[src/rtl/mul_issue_arbiter.sv]
// Round-robin issue of two requesters into one fixed-latency pipelined multiplier, in-order tagged responses.
// Latency MUL_LAT+1 cycles accept->rsp_valid_o; a held response stalls issue, shadow pipe and the multiplier.
module mul_issue_arbiter #(
    parameter int XLEN    = 32,
    parameter int MUL_LAT = 2,
    parameter int TAG_W   = 5
) (
    input  logic             clk,
    input  logic             reset_n,

    input  logic             req0_valid_i,
    output logic             req0_ready_o,
    input  logic [2:0]       req0_funct3_i,
    input  logic [XLEN-1:0]  req0_rs1_i,
    input  logic [XLEN-1:0]  req0_rs2_i,
    input  logic [TAG_W-1:0] req0_tag_i,

    input  logic             req1_valid_i,
    output logic             req1_ready_o,
    input  logic [2:0]       req1_funct3_i,
    input  logic [XLEN-1:0]  req1_rs1_i,
    input  logic [XLEN-1:0]  req1_rs2_i,
    input  logic [TAG_W-1:0] req1_tag_i,

    output logic             rsp_valid_o,
    input  logic             rsp_ready_i,
    output logic             rsp_src_o,
    output logic [TAG_W-1:0] rsp_tag_o,
    output logic [XLEN-1:0]  rsp_result_o,
    output logic             rsp_err_o,

    output logic             mul_stall_o,
    output logic [2:0]       mul_funct3_o,
    output logic [XLEN-1:0]  mul_rs1_o,
    output logic [XLEN-1:0]  mul_rs2_o,
    input  logic [XLEN-1:0]  mul_result_i,

    output logic             busy_o
);

    localparam int LAST = MUL_LAT - 1;

    typedef struct packed {
        logic             vld;
        logic             src;
        logic [TAG_W-1:0] tag;
        logic             err;
    } shadow_t;

    typedef struct packed {
        logic             vld;
        logic             src;
        logic [TAG_W-1:0] tag;
        logic             err;
        logic [XLEN-1:0]  result;
    } rsp_t;

    logic             stall;
    logic             prefer1;
    logic             gnt0;
    logic             gnt1;
    logic             accept;
    logic [2:0]       sel_funct3;
    logic [XLEN-1:0]  sel_rs1;
    logic [XLEN-1:0]  sel_rs2;
    logic [TAG_W-1:0] sel_tag;

    logic             last_src_q, last_src_d;
    logic             served_q, served_d;
    logic [2:0]       mul_funct3_q, mul_funct3_d;
    logic [XLEN-1:0]  mul_rs1_q, mul_rs1_d;
    logic [XLEN-1:0]  mul_rs2_q, mul_rs2_d;
    shadow_t          sh_q [MUL_LAT];
    shadow_t          sh_d [MUL_LAT];
    rsp_t             rsp_q, rsp_d;
    logic             inflight;

    assign stall = rsp_q.vld & ~rsp_ready_i;

    // Until the first grant the pointer is meaningless, so req0 wins the first tie.
    assign prefer1 = served_q & ~last_src_q;
    assign gnt1    = req1_valid_i & (~req0_valid_i | prefer1);
    assign gnt0    = req0_valid_i & ~gnt1;

    assign req0_ready_o = gnt0 & ~stall;
    assign req1_ready_o = gnt1 & ~stall;
    assign accept       = (gnt0 | gnt1) & ~stall;

    assign sel_funct3 = gnt1 ? req1_funct3_i : req0_funct3_i;
    assign sel_rs1    = gnt1 ? req1_rs1_i    : req0_rs1_i;
    assign sel_rs2    = gnt1 ? req1_rs2_i    : req0_rs2_i;
    assign sel_tag    = gnt1 ? req1_tag_i    : req0_tag_i;

    always_comb begin
        last_src_d   = last_src_q;
        served_d     = served_q;
        mul_funct3_d = mul_funct3_q;
        mul_rs1_d    = mul_rs1_q;
        mul_rs2_d    = mul_rs2_q;
        sh_d[0]      = '0;
        if (accept) begin
            last_src_d   = gnt1;
            served_d     = 1'b1;
            mul_funct3_d = sel_funct3;
            mul_rs1_d    = sel_rs1;
            mul_rs2_d    = sel_rs2;
            sh_d[0]      = '{vld: 1'b1, src: gnt1, tag: sel_tag, err: sel_funct3[2]};
        end
        for (int i = 1; i < MUL_LAT; i++) begin
            sh_d[i] = sh_q[i-1];
        end
    end

    // Only applied when not stalled, so the held response was either empty or consumed.
    always_comb begin
        rsp_d = '0;
        if (sh_q[LAST].vld) begin
            rsp_d.vld    = 1'b1;
            rsp_d.src    = sh_q[LAST].src;
            rsp_d.tag    = sh_q[LAST].tag;
            rsp_d.err    = sh_q[LAST].err;
            rsp_d.result = sh_q[LAST].err ? '0 : mul_result_i;
        end
    end

    always_ff @(posedge clk or negedge reset_n) begin
        if (!reset_n) begin
            last_src_q   <= 1'b0;
            served_q     <= 1'b0;
            mul_funct3_q <= '0;
            mul_rs1_q    <= '0;
            mul_rs2_q    <= '0;
            rsp_q        <= '0;
            for (int i = 0; i < MUL_LAT; i++) begin
                sh_q[i] <= '0;
            end
        end else if (!stall) begin
            last_src_q   <= last_src_d;
            served_q     <= served_d;
            mul_funct3_q <= mul_funct3_d;
            mul_rs1_q    <= mul_rs1_d;
            mul_rs2_q    <= mul_rs2_d;
            rsp_q        <= rsp_d;
            for (int i = 0; i < MUL_LAT; i++) begin
                sh_q[i] <= sh_d[i];
            end
        end
    end

    always_comb begin
        inflight = rsp_q.vld;
        for (int i = 0; i < MUL_LAT; i++) begin
            inflight = inflight | sh_q[i].vld;
        end
    end

    assign rsp_valid_o  = rsp_q.vld;
    assign rsp_src_o    = rsp_q.src;
    assign rsp_tag_o    = rsp_q.tag;
    assign rsp_err_o    = rsp_q.err;
    assign rsp_result_o = rsp_q.result;
    assign mul_stall_o  = stall;
    assign mul_funct3_o = mul_funct3_q;
    assign mul_rs1_o    = mul_rs1_q;
    assign mul_rs2_o    = mul_rs2_q;
    assign busy_o       = inflight;

endmodule

[config.mk]
export PLATFORM = sky130hd
export DESIGN_NAME = mul_issue_arbiter
export DESIGN_NICKNAME = d
export VERILOG_FILES = /design/src/rtl/mul_issue_arbiter.sv
export SDC_FILE = /design/constraint.sdc
export NUM_CORES = 1
export LEC_CHECK = 0
export CORE_AREA = 2 2 120 122
export CTS_BUF_LIST = sky130_fd_sc_hd__clkbuf_8
export DETAILED_ROUTE_END_ITERATION = 7
export DIE_AREA = 0 0 122 124
export GPL_ROUTABILITY_DRIVEN = 0
export GPL_TIMING_DRIVEN = 0
export PLACE_DENSITY = 0.89
export SYNTH_ARGS = -nofsm -noshare
export SYNTH_HDL_FRONTEND = slang
export SYNTH_SLANG_ARGS = --single-unit
[constraint.sdc]
create_clock -name clk -period 4 [get_ports clk]
set_input_delay 0.6 -clock clk [delete_from_list [all_inputs] [get_ports clk]]
set_output_delay 0.6 -clock clk [all_outputs]
set_load 0.01 [all_outputs]
==> results of run 1 <==
-- worst max-delay path, stage by stage --
cell and delay (ns):
clkdlybuf4s50_1 0.54, clkbuf_1 0.47, o21ai_0 0.41, and3_1 0.31
clkdlybuf4s50_1 0.50
-- cell type report --
| class | instances | area, um^2 |
|---|---|---|
| clock inverters | 14 | 191 |
| inverters | 3 | 11.3 |
| plain buffers | 89 | 398 |
| fillers | 1055 | 4030 |
| flip-flops and latches | 125 | 3130 |
| clock buffers | 18 | 248 |
| well taps | 180 | 225 |
| repair buffers | 291 | 2930 |
| multi-input cells | 390 | 2560 |
-- synthesized netlist by cell type --
| master | n | area, um^2 |
|---|---|---|
| and3_1 | 1 | 6.26 |
| buf_1 | 3 | 11.3 |
| nand3_1 | 75 | 375 |
| or3_1 | 1 | 6.26 |
| inv_2 | 1 | 3.75 |
| o2bb2ai_1 | 1 | 8.76 |
| nor2_1 | 2 | 7.51 |
| nor2b_1 | 1 | 6.26 |
| o22a_1 | 5 | 43.8 |
| clkbuf_1 | 60 | 225 |
| inv_1 | 2 | 7.51 |
| and3b_1 | 1 | 8.76 |
| o2111ai_1 | 134 | 1170 |
| dfrtp_1 | 125 | 3130 |
| a22o_1 | 32 | 280 |
| buf_6 | 5 | 56.3 |
| nand2_1 | 52 | 195 |
| nand2b_1 | 4 | 25.0 |
| a21oi_1 | 5 | 25.0 |
| buf_2 | 21 | 105 |
| nor3b_4 | 1 | 18.8 |
| o21ai_0 | 75 | 375 |
-- metal layers --
metal / up-vias / part of all wire [%] / global-route usage (%)
met4: 0 / 4.6 / 15.3
met5: - / 0 / 0
met2: 418 / 47 / 49.2
li1: 3030 / - / -
met3: 83 / 9.0 / 7.23
met1: 3215 / 39 / 37.4
-- cells by family after synthesis --
family / share of synthesized area, %
flip-flops: 51.3
buffers and inverters: 6.71
AO/OA/AOI/OAI: 31.3
AND/OR/NAND/NOR: 10.7
-- final timing paths --
kind / endpoint / slack [ns] / depth (start not counted)
hold reg to reg: rsp_err_o$_DFFE_PN0N_ / 0.47 / 2
setup reg to reg: mul_rs1_o[7]$_DFFE_PN0P_ / 2.19 / 6
max in group asynchronous: mul_rs2_o[31]$_DFFE_PN0P_ / 3.19 / 2
setup / recovery: req0_ready_o / 0.56 / 5
hold / removal: mul_rs1_o[5]$_DFFE_PN0P_ / 0.05 / 1
min in group clk: rsp_err_o$_DFFE_PN0N_ / 0.47 / 2
-- power by group --
group	internal (mW)	switching (mW)
sequential	1.66	0.223
combinational	1.11	1.11
clock	0.695	0.543
total	3.46	1.87
-- state kept, by name, indices dropped and copies added (netlist names) --
name	flops
rsp_result_o	32
rsp_err_o	1
mul_rs2_o	32
rsp_src_o	1
last_src_q	1
sh_q	8
mul_funct3_o	3
mul_rs1_o	32
served_q	1
rsp_valid_o	1
rsp_tag_o	5
sh_d	8
-- per-stage QoR --
step	setup TNS, ns	total power, mW	util, %	instance area [um^2]	worst slack, ns
6_report	0	5.34	70.6	9690	0.563
5_1_grt	0	5.61	70.6	9690	0.452
4_1_cts	0	5.34	70.6	9690	0.541
3_5_place_dp	0	4.09	67.4	9250	0.541
3_3_place_gp	-318.97	4.04	67.2	9220	-2.56
2_1_floorplan	0	2.85	-	6090	2.02
==> out/qor.yml, run 1 <==
status:
  outcome: "complete, no violations"
floorplanning:
  pin_count: 292
  dieArea_um2: 15100
  core_area_um2: 13700
  initial_core_util_pct: 44.4
  die_h_um: 124
  die_x_um: 122
  row_count: 43
route:
  ant_nets: 0
  viasPerCell: 6.08
  drcViolationCount: 0
  routed_wl_um: 23100
  via_count: 6746
  wl_per_cell_um: 20.8
  drt_pass1_iterations: 4
  drtIter0Drc: 498
global_route:
  antenna_found_initial: 0
  grt_max_degree: 89
  grt_pass1_vias: 6653
  grt-ovfl-total: 0
  grt_pass1_wl_um: 34800
  track_usage_pct: 30.1
clock_tree:
  cts_root_buffer: "clkbuf_8"
  cts-htree-levels: 4
  cts_tree: "done"
  clock_latency_ns: 0.45
  postCtsHoldBufs: 0
  cts_buffer_depth: 2
  cts.repair.resized: 0
  cts_inserted_buffers: 17
  clk_pin_slew_ns: 0.08
  cts_sinks: 125
  cts_setup_buffers: 0
worst_setup_path:
  crit_start: "req1_valid_i"
  rr_startpoint: "rsp_valid_o$_DFFE_PN0N_"
  end_kind: "output pin"
  crit_arrival_ns: 2.84
  critPathKind: "in2out"
  worstPathRequired_ns: 3.40
  startpoint_type: "input pin"
  path_max_fanout: 10
sta:
  period_share_pct: 85.9
  holdWs_ns: 0.0463
  setup_viol: 0
  fmax_mhz: 291
  tightest_slew_ns: 0.638
  final_max_slew_viol_count: 0
  period_needed_ns: 3.44
  finalClockSkew_ns: 0.0147
  rsz0062_at_grt: "false"
  hold_viol_final: 0
  slew-limit-headroom_pct: 57.0
power_and_ir_drop:
  vdd_drop_max_mv: 0.264
  power.leakage_nw: 3.91
  p_per_area_nw_per_um2: 551
logic_synthesis:
  yosysSeqAreaShare_pct: 51.3
  syn_inst: 607
  yosysUniqueCellTypes: 22
  syn_nets: 788
  ys_ff_latch: 125
  netlist_area_um2: 6090
  ys_warn_count: 0
  syn_avg_cell_area_um2: 10.0
layout:
  layout-drive-gt1-share_pct: 6.67
  synthToLayoutAreaGrowth_pct: 59.0
  finalNetCount: 1098
  diodes: 0
  final_common_cell: "clkdlybuf4s50_1"
  layout_common_cells: "clkdlybuf4s50_1 (289), o2111ai_1 (134), dfrtp_1 (125), o21ai_0 (75), nand3_1 (75)"
  layoutNonFillerInstCount: 1110
hold_path:
  hold_class: "in2async"
place:
  portBuffers: 290
  hpwl_um: 16500
  dpl.cell_count: 1078
run:
  drv_cap: 0
Note: power is estimated with default switching activity, not from simulation.
==> inputs of run 2 (changes only) <==
- GPL_ROUTABILITY_DRIVEN: 0 -> not set
==> results of run 2 <==
No change in the layout: final DEF, timing and power equal those of run 1.
